==> src/rtl/piso_serializer.sv <==
// Parallel-in, serial-out shift register: takes a WIDTH-bit word over a
// valid/ready load port and emits it one bit per enabled clock with frame markers.
module piso_serializer #(
  parameter int WIDTH     = 4,
  parameter bit MSB_FIRST = 1'b1
) (
  input  logic             clk,
  input  logic             rst,
  input  logic [WIDTH-1:0] par_in,
  input  logic             load_valid,
  output logic             load_ready,
  input  logic             shift_en,
  output logic             ser_out,
  output logic             ser_valid,
  output logic             frame_start,
  output logic             frame_end,
  output logic             busy
);

  localparam int CW = $clog2(WIDTH);
  localparam logic [CW-1:0] CNT_LAST = CW'(WIDTH - 1);

  typedef enum logic {
    IDLE  = 1'b0,
    SHIFT = 1'b1
  } state_t;

  state_t           state_q, state_d;
  logic [WIDTH-1:0] sreg_q, sreg_d, sreg_shifted;
  logic [CW-1:0]    cnt_q, cnt_d;
  logic             last_bit, accept, out_bit;

  // Handshake: a word transfers on any rising edge where load_valid and
  // load_ready are both high. load_ready is combinational so a new word can be
  // taken in the same cycle the last bit of the current frame is consumed;
  // the producer must hold load_valid and par_in until that transfer.
  assign last_bit   = (cnt_q == CNT_LAST);
  assign load_ready = !rst && ((state_q == IDLE) ||
                               ((state_q == SHIFT) && last_bit && shift_en));
  assign accept     = load_valid && load_ready;

  if (MSB_FIRST) begin : g_msb_first
    assign sreg_shifted = {sreg_q[WIDTH-2:0], 1'b0};
    assign out_bit      = sreg_q[WIDTH-1];
  end else begin : g_lsb_first
    assign sreg_shifted = {1'b0, sreg_q[WIDTH-1:1]};
    assign out_bit      = sreg_q[0];
  end

  always_comb begin
    state_d = state_q;
    sreg_d  = sreg_q;
    cnt_d   = cnt_q;
    case (state_q)
      IDLE: begin
        if (accept) begin
          state_d = SHIFT;
          sreg_d  = par_in;
          cnt_d   = '0;
        end
      end
      SHIFT: begin
        // With shift_en low everything holds, so a stall works on any bit.
        if (shift_en) begin
          if (!last_bit) begin
            sreg_d = sreg_shifted;
            cnt_d  = cnt_q + 1'b1;
          end else if (accept) begin
            sreg_d = par_in;
            cnt_d  = '0;
          end else begin
            state_d = IDLE;
            sreg_d  = '0;
            cnt_d   = '0;
          end
        end
      end
    endcase
  end

  always_ff @(posedge clk) begin
    if (rst) begin
      state_q <= IDLE;
      sreg_q  <= '0;
      cnt_q   <= '0;
    end else begin
      state_q <= state_d;
      sreg_q  <= sreg_d;
      cnt_q   <= cnt_d;
    end
  end

  assign ser_valid   = (state_q == SHIFT);
  assign busy        = ser_valid;
  assign ser_out     = ser_valid && out_bit;
  assign frame_start = ser_valid && (cnt_q == '0);
  assign frame_end   = ser_valid && last_bit;

endmodule

==> config.mk <==
export PLATFORM = sky130hd
export DESIGN_NAME = piso_serializer
export DESIGN_NICKNAME = d
export VERILOG_FILES = /design/src/rtl/piso_serializer.sv
export SDC_FILE = /design/constraint.sdc
export NUM_CORES = 1
export LEC_CHECK = 0
export BUFFER_PORTS_ARGS = -buffer_cell sky130_fd_sc_hd__clkbuf_2
export CAP_MARGIN = 40
export CORE_AREA = 8 8 45 47
export CTS_BUF_LIST = sky130_fd_sc_hd__clkbuf_4
export CTS_CLUSTER_SIZE = 12
export DETAILED_ROUTE_END_ITERATION = 7
export DIE_AREA = 0 0 53 55
export GPL_TIMING_DRIVEN = 0
export HOLD_SLACK_MARGIN = 0.03
export PLACE_DENSITY_LB_ADDON = 0.08
export RECOVER_POWER = 50
export SYNTH_ARGS = -nofsm -noshare
export SYNTH_HDL_FRONTEND = slang
export SYNTH_SLANG_ARGS = --single-unit
export TNS_END_PERCENT = 10
==> constraint.sdc <==
create_clock -name clk -period 1.66 [get_ports clk]
set_clock_uncertainty 0.15 [all_clocks]
set_input_delay 0 -clock clk [delete_from_list [all_inputs] [get_ports clk]]
set_output_delay 0 -clock clk [all_outputs]
set_load 0.01 [all_outputs]
==> results.py, run 1 <==
metrics = {
    "run_status": {
        "outcome": "completed",
    },
    "yosys": {
        "ys_seq_elements": 7,
        "synthArstFlopShare_pct": 0,
        "synthTopCellsByArea": "dfxtp_1 (32%), a221oi_2 (10%), ha_1 (5.7%)",
        "synth_edf_count": 0,
        "syn_avg_cell_area_um2": 8.78,
        "synth_ff_type": "dfxtp_1",
        "yosysWarnings": 0,
        "synth_top_cell_area_share_pct": 31.9,
        "yosys.cell_types.count": 22,
        "syn-instance-count": 50,
        "synth_area_um2": 439,
        "ys_seq_area_share_pct": 31.9,
        "yosysTopAreaCell": "dfxtp_1",
        "mappedNetlistNets": 60,
    },
    "cts": {
        "cts_root_buffer": "clkbuf_4",
        "clockBufferDepth": 2,
        "clk_pin_slew_ns": 0.06,
        "cts_htree_levels": 1,
        "postCtsSetupBuffers": 0,
        "cts_tree": "yes",
        "cts_sinks": 7,
        "cts_buffers": 3,
        "clk_latency_ns": 0.25,
    },
    "power_and_ir_drop": {
        "irDropWorstVdd_uv": 452,
        "power.share.switching_pct": 26.3,
        "power_frac_comb_pct": 22.0,
        "pwr-share-clk_pct": 38.0,
        "p_sw_mw": 0.122,
        "powerDensity_nw_per_um2": 753,
        "p_leak_nw": 0.270,
        "total_power_mw": 0.464,
        "seq_power_share_pct": 40.0,
        "intPower_mw": 0.342,
    },
    "global_route": {
        "grt_pass1_vias": 446,
        "gr-total-overflow": 0,
        "antenna_found_initial": 0,
        "grt_max_degree": 11,
        "grt_usage_pct": 8.55,
        "grt_pass1_wl_um": 1810,
    },
    "hold_path": {
        "hold_path.class": "reg2reg",
    },
    "worst_setup_path": {
        "crit_type": "reg2reg",
        "crit_path_top_delay_cell": "or3b_4",
        "crit_arrival_ns": 1.57,
        "cp-end-kind": "register",
        "critPathMaxStageDelay_ns": 0.42,
        "cp-start-kind": "register",
        "worst_ep_required_time_ns": 1.68,
        "crit_chain": "buf_6 -> or3b_4 -> and2_4 -> a221oi_2",
        "crit_path_max_fanout": 9,
    },
    "route": {
        "firstDrtPassIters": 3,
        "drt_iter0_drc": 2,
        "drt_wl_total_um": 1090,
        "antenna_left": 0,
        "viasPerCell": 4.79,
        "vias": 426,
        "wire_per_inst_um": 12.3,
        "drc": 0,
    },
    "sta": {
        "setup_viol": 0,
        "setup_tns_ns": 0,
        "final.min_clock_period_ns": 1.55,
        "timing.hold.ws_ns": 0.313,
        "grt_setup_unrepaired": "false",
        "tightest_slew_ns": 0.239,
        "fin_crit_sh_pct": 93.4,
        "relSlewSlack_pct": 83.9,
        "finalMaxSlewViolations": 0,
        "hold_viol": 0,
        "fmax_mhz": 645,
        "fin_ws_ns": 0.109,
    },
    "placement": {
        "port-buffer-count": 12,
        "place_hpwl_um": 757,
        "gp_congestion": 0.678,
        "placedInstanceArea_um2": 519,
        "dp_cells": 78,
        "dp_slack_ns": 0.109,
    },
    "final_layout": {
        "postLayoutCellArea_um2": 616,
        "fill_cells": 160,
        "drive_gt1_share_pct": 31.5,
        "final_nets": 84,
        "area_delta_synth_final_pct": 40.2,
        "final_util_pct": 44.5,
        "final_cells": 89,
        "antenna_cells": 0,
    },
    "flow_run": {
        "drv_cap": 0,
    },
    "die": {
        "die_area_um2": 2920,
        "core-area_um2": 1380,
        "die-width_um": 53,
        "io-pin-count": 14,
        "start_util_pct": 31.7,
        "die_height_um": 55,
        "rows": 14,
    },
}
## cells by family (layout without fill, tap and decap cells)
| kind of cell | after synthesis | after routing | share of synthesized area, % |
|---|---|---|---|
| AOI/OAI and AO/OA | 13 | 13 | 23.9 |
| adders and majority gates | 2 | 2 | 5.70 |
| buffers and inverters | 9 | 32 | 12.0 |
| DFF | 7 | 7 | 31.9 |
| muxes | 1 | 1 | 2.28 |
| and+or+nand+nor | 18 | 18 | 24.2 |
## critical path: cells and delay by family, from the launching register on
kind	cells	cell delay, ns
buffers and inverters	1	0.14
and+or+nand+nor	2	0.61
AOI/OAI and AO/OA	1	0.25
DFF	1	0.32
## cells in the final DEF, fill, tap and decap left out, drive strengths merged
master,instances
a21boi,1
nand3,1
inv,6
mux2i,1
buf,3
a221oi,3
nor2b,2
a32oi,1
dlygate4sd3,7
and2,3
and4b,1
o21ai,5
dfxtp,7
ha,2
or3,1
clkbuf,16
a21oi,2
a2bb2oi,1
nand3b,1
nor2,5
or3b,1
nand2,3
## final timing paths
path	from	endpoint	slack (ns)	cells after the start
setup / recovery	busy	sreg_q[2]	0.11	4
hold / removal	sreg_q[2]	sreg_q[2]	0.31	2
setup reg to reg	busy	sreg_q[2]	0.11	4
hold reg to reg	sreg_q[2]	sreg_q[2]	0.31	2
## metal layers
metal / global-route usage [%] / vias to the layer above / part of all wire [%]
met5: 0 / - / 0
met4: 2.59 / 0 / 0
met3: 5.61 / 0 / 8.9
met2: 14.5 / 13 / 48
met1: 8.42 / 197 / 43
li1: - / 216 / -
## Yosys cell counts (2+ instances only)
| cell | count |
|---|---|
| nand2_1 | 3 |
| buf_6 | 2 |
| inv_1 | 6 |
| a221oi_2 | 3 |
| nor2_1 | 5 |
| ha_1 | 2 |
| dfxtp_1 | 7 |
| o21ai_0 | 5 |
| nor2b_1 | 2 |
| a21oi_1 | 2 |
| and2_2 | 2 |
## repair_timing
item                                    4_1_cts  5_1_grt
endpoints found under the setup margin        0        1
hold buffers                                  7        0
endpoints found under the hold margin         7        0
gates resized for setup                       0        1
## power by group through the flow
stage               clock network [mW]  registers [mW]  logic [mW]
floorplan                            0           0.189      0.0635
global placement                     0           0.189      0.0901
detailed placement                   0           0.189      0.0905
CTS                              0.187           0.186       0.103
global route                     0.196           0.187       0.113
finish                           0.176           0.185       0.102
## layout make-up
| type | instances | area (µm²) | share of cell area [%] |
|---|---|---|---|
| Buffer | 3 | 30.0 | 4.88 |
| Tap cell | 16 | 20.0 | 3.25 |
| Multi-Input combinational cell | 34 | 246 | 40.0 |
| Clock buffer | 4 | 30.0 | 4.88 |
| Sequential cell | 7 | 140 | 22.8 |
| Inverter | 6 | 22.5 | 3.66 |
| Timing Repair Buffer | 19 | 126 | 20.5 |
## flip-flops by register name (all words and copies together) (netlist names)
| register | cells |
|---|---|
| cnt_q | 2 |
| busy | 1 |
| sreg_q | 4 |
No activity file was read; power rests on OpenSTA's default activity.
==> run 2, diff against run 1 <==
--- a/config.mk
+++ b/config.mk
@@ -7,11 +7,13 @@
 export LEC_CHECK = 0
 export BUFFER_PORTS_ARGS = -buffer_cell sky130_fd_sc_hd__clkbuf_2
 export CAP_MARGIN = 40
-export CORE_AREA = 8 8 45 47
+export CELL_PAD_IN_SITES_DETAIL_PLACEMENT = 1
+export CELL_PAD_IN_SITES_GLOBAL_PLACEMENT = 2
+export CORE_MARGIN = 8
+export CORE_UTILIZATION = 29
 export CTS_BUF_LIST = sky130_fd_sc_hd__clkbuf_4
 export CTS_CLUSTER_SIZE = 12
 export DETAILED_ROUTE_END_ITERATION = 7
-export DIE_AREA = 0 0 53 55
 export GPL_TIMING_DRIVEN = 0
 export HOLD_SLACK_MARGIN = 0.03
 export PLACE_DENSITY_LB_ADDON = 0.08
==> run 2 against run 1 <==
  * Largest power group unchanged
  * Routed wire length is 7.0% higher
  * Sequential cell count stayed put
  * Highest routed layer is now met4
  * Maximum frequency hardly changed
  * Die area is 3.5% higher
  * First-iteration DRC count is 50% higher
  * Sequential power hardly changed
==> results.py, run 2 (synthesis results as in run 1) <==
metrics = {
    "sta": {
        "final.min_clock_period_ns": 1.55,
        "fin_ws_ns": 0.109,
        "setup_tns_ns": 0,
        "tightest_slew_ns": 0.256,
        "finalMaxSlewViolations": 0,
        "grt_setup_unrepaired": "false",
        "timing.hold.ws_ns": 0.323,
        "relSlewSlack_pct": 82.7,
        "setup_viol": 0,
        "hold_viol": 0,
        "fin_crit_sh_pct": 93.4,
        "fmax_mhz": 645,
    },
    "die": {
        "die_height_um": 54.9,
        "io-pin-count": 14,
        "rows": 14,
        "die-width_um": 54.9,
        "die_area_um2": 3020,
        "core-area_um2": 1450,
        "start_util_pct": 30.2,
    },
    "worst_setup_path": {
        "reg2reg_depth": 4,
        "crit_chain": "buf_6 -> or3b_4 -> and2_4 -> a221oi_2",
        "worst_ep_required_time_ns": 1.68,
        "cp-end-kind": "register",
        "crit_path_max_fanout": 9,
        "path_buf_inv": 1,
        "cp-start-kind": "register",
        "crit_path_top_delay_cell": "or3b_4",
        "critPathMaxStageDelay_ns": 0.42,
        "reg2reg_from": "busy",
        "r2r_end": "sreg_q[2]",
        "crit_arrival_ns": 1.57,
        "crit_type": "reg2reg",
        "reg2reg_slack_ns": 0.11,
        "path_delay_family": "simple AND/OR/NAND/NOR gates",
    },
    "power_and_ir_drop": {
        "power.share.switching_pct": 26.9,
        "powerDensity_nw_per_um2": 755,
        "pwr-share-clk_pct": 38.3,
        "p_sw_mw": 0.126,
        "p_leak_nw": 0.273,
        "irDropWorstVdd_uv": 351,
        "power_frac_comb_pct": 22.0,
        "intPower_mw": 0.343,
        "seq_power_share_pct": 39.7,
    },
    "cts": {
        "cts_sinks": 7,
        "clockBufferDepth": 2,
        "clk_pin_slew_ns": 0.06,
        "cts_buffers": 3,
        "cts_root_buffer": "clkbuf_4",
        "cts_htree_levels": 1,
        "clk_latency_ns": 0.25,
        "postCtsSetupBuffers": 0,
        "cts_tree": "yes",
    },
    "route": {
        "antenna_left": 0,
        "drc": 0,
        "wire_per_inst_um": 13.1,
        "vias": 422,
        "drt_iter0_drc": 3,
        "drt_wl_total_um": 1170,
        "firstDrtPassIters": 2,
        "viasPerCell": 4.74,
    },
    "final_layout": {
        "fill_cells": 187,
        "area_delta_synth_final_pct": 41.3,
        "final_nets": 84,
        "antenna_cells": 0,
        "postLayoutCellArea_um2": 621,
        "mostFrequentLayoutCells": "clkbuf_2 (11), dfxtp_1 (7), dlygate4sd3_1 (7), inv_1 (6)",
        "final_cells": 89,
        "largest_register_ffs": 4,
        "drive_gt1_share_pct": 35.6,
        "final_common_cell": "clkbuf_2",
        "largest-register": "sreg_q",
    },
    "global_route": {
        "grt_busiest_layer": "met2",
        "grtUsageMet1_pct": 10.1,
        "grt_pass1_wl_um": 2030,
        "antenna_found_initial": 0,
        "grt_pass1_vias": 485,
        "grt_usage_pct": 9.30,
        "grt_use_met3_pct": 2.94,
        "use_met2_pct": 15.8,
        "gr-total-overflow": 0,
        "grt_max_degree": 11,
    },
    "placement": {
        "place_hpwl_um": 860,
        "placedInstanceArea_um2": 519,
        "dp_slack_ns": 0.108,
        "dp_cells": 78,
        "port-buffer-count": 12,
        "gp_congestion": 0.628,
    },
    "hold_path": {
        "hold_path.class": "reg2reg",
        "min_to": "sreg_q[2]",
        "worst_hold_path.num_cells": 2,
        "worstHoldStart": "sreg_q[2]",
    },
    "run_status": {
        "outcome": "completed",
    },
    "flow_run": {
        "drv_cap": 0,
    },
}
==> run 2: cell count changes in the layout (fill, tap and decap cells not counted) <==
cell	delta
buf_4	-1
clkbuf_1	-2
clkbuf_2	+2
clkbuf_4	+1
ha_1	-1
ha_2	+1
==> run 2: stage by stage <==
stage	power [mW]	utilization, %
detailed placement	0.282	35.7
CTS	0.479	42.6
global route	0.501	42.7
floorplan	0.252	-
global placement	0.281	35.7
finish	0.468	42.7
==> run 2: cell type report <==
type                            instances  area (µm²)  share of cell area, %
Multi-Input combinational cell         34         249                   40.1
Buffer                                  3        30.0                   4.84
Inverter                                6        22.5                   3.63
Clock buffer                            4        30.0                   4.84
Sequential cell                         7         140                   22.6
Timing Repair Buffer                   19         129                   20.8
Tap cell                               16        20.0                   3.23
==> run 2: power by group through the flow <==
| stage | clock network (mW) | logic (mW) | registers (mW) |
|---|---|---|---|
| after floorplan | 0 | 0.0635 | 0.189 |
| after global placement | 0 | 0.0913 | 0.190 |
| after detailed placement | 0 | 0.0917 | 0.190 |
| after CTS | 0.188 | 0.105 | 0.186 |
| after global routing | 0.197 | 0.116 | 0.188 |
| final | 0.179 | 0.103 | 0.186 |
==> run 2: how the worst max path moves through the flow <==
stage / startpoint / to / slack (ns) / depth (start not counted)
finish: busy / sreg_q[2] / 0.11 / 4
global placement: busy / sreg_q[1] / 0.13 / 4
floorplan: busy / sreg_q[1] / 0.14 / 4
global route: busy / sreg_q[1] / 0.05 / 4
detailed placement: busy / sreg_q[2] / 0.11 / 4
CTS: cnt_q[0] / load_ready / 0.09 / 4
==> run 2: what timing repair did <==
item                       in CTS  in global routing
hold endpoints to repair        7                  0
setup endpoints to repair       0                  1
hold buffers                    7                  0
resized for setup               0                  2
==> run 2: layer usage <==
metal  vias up  part of all wire (%)
met5         -                     0
met4         0                  0.51
met3         2                   7.2
met2         9                    49
met1       193                    43
li1        218                     -
==> run 2: worst register-to-register path, stage by stage (launching register included) <==
cell      delay, ns
dfxtp_1        0.33
buf_6          0.14
or3b_4         0.42
and2_4         0.19
a221oi_2       0.25
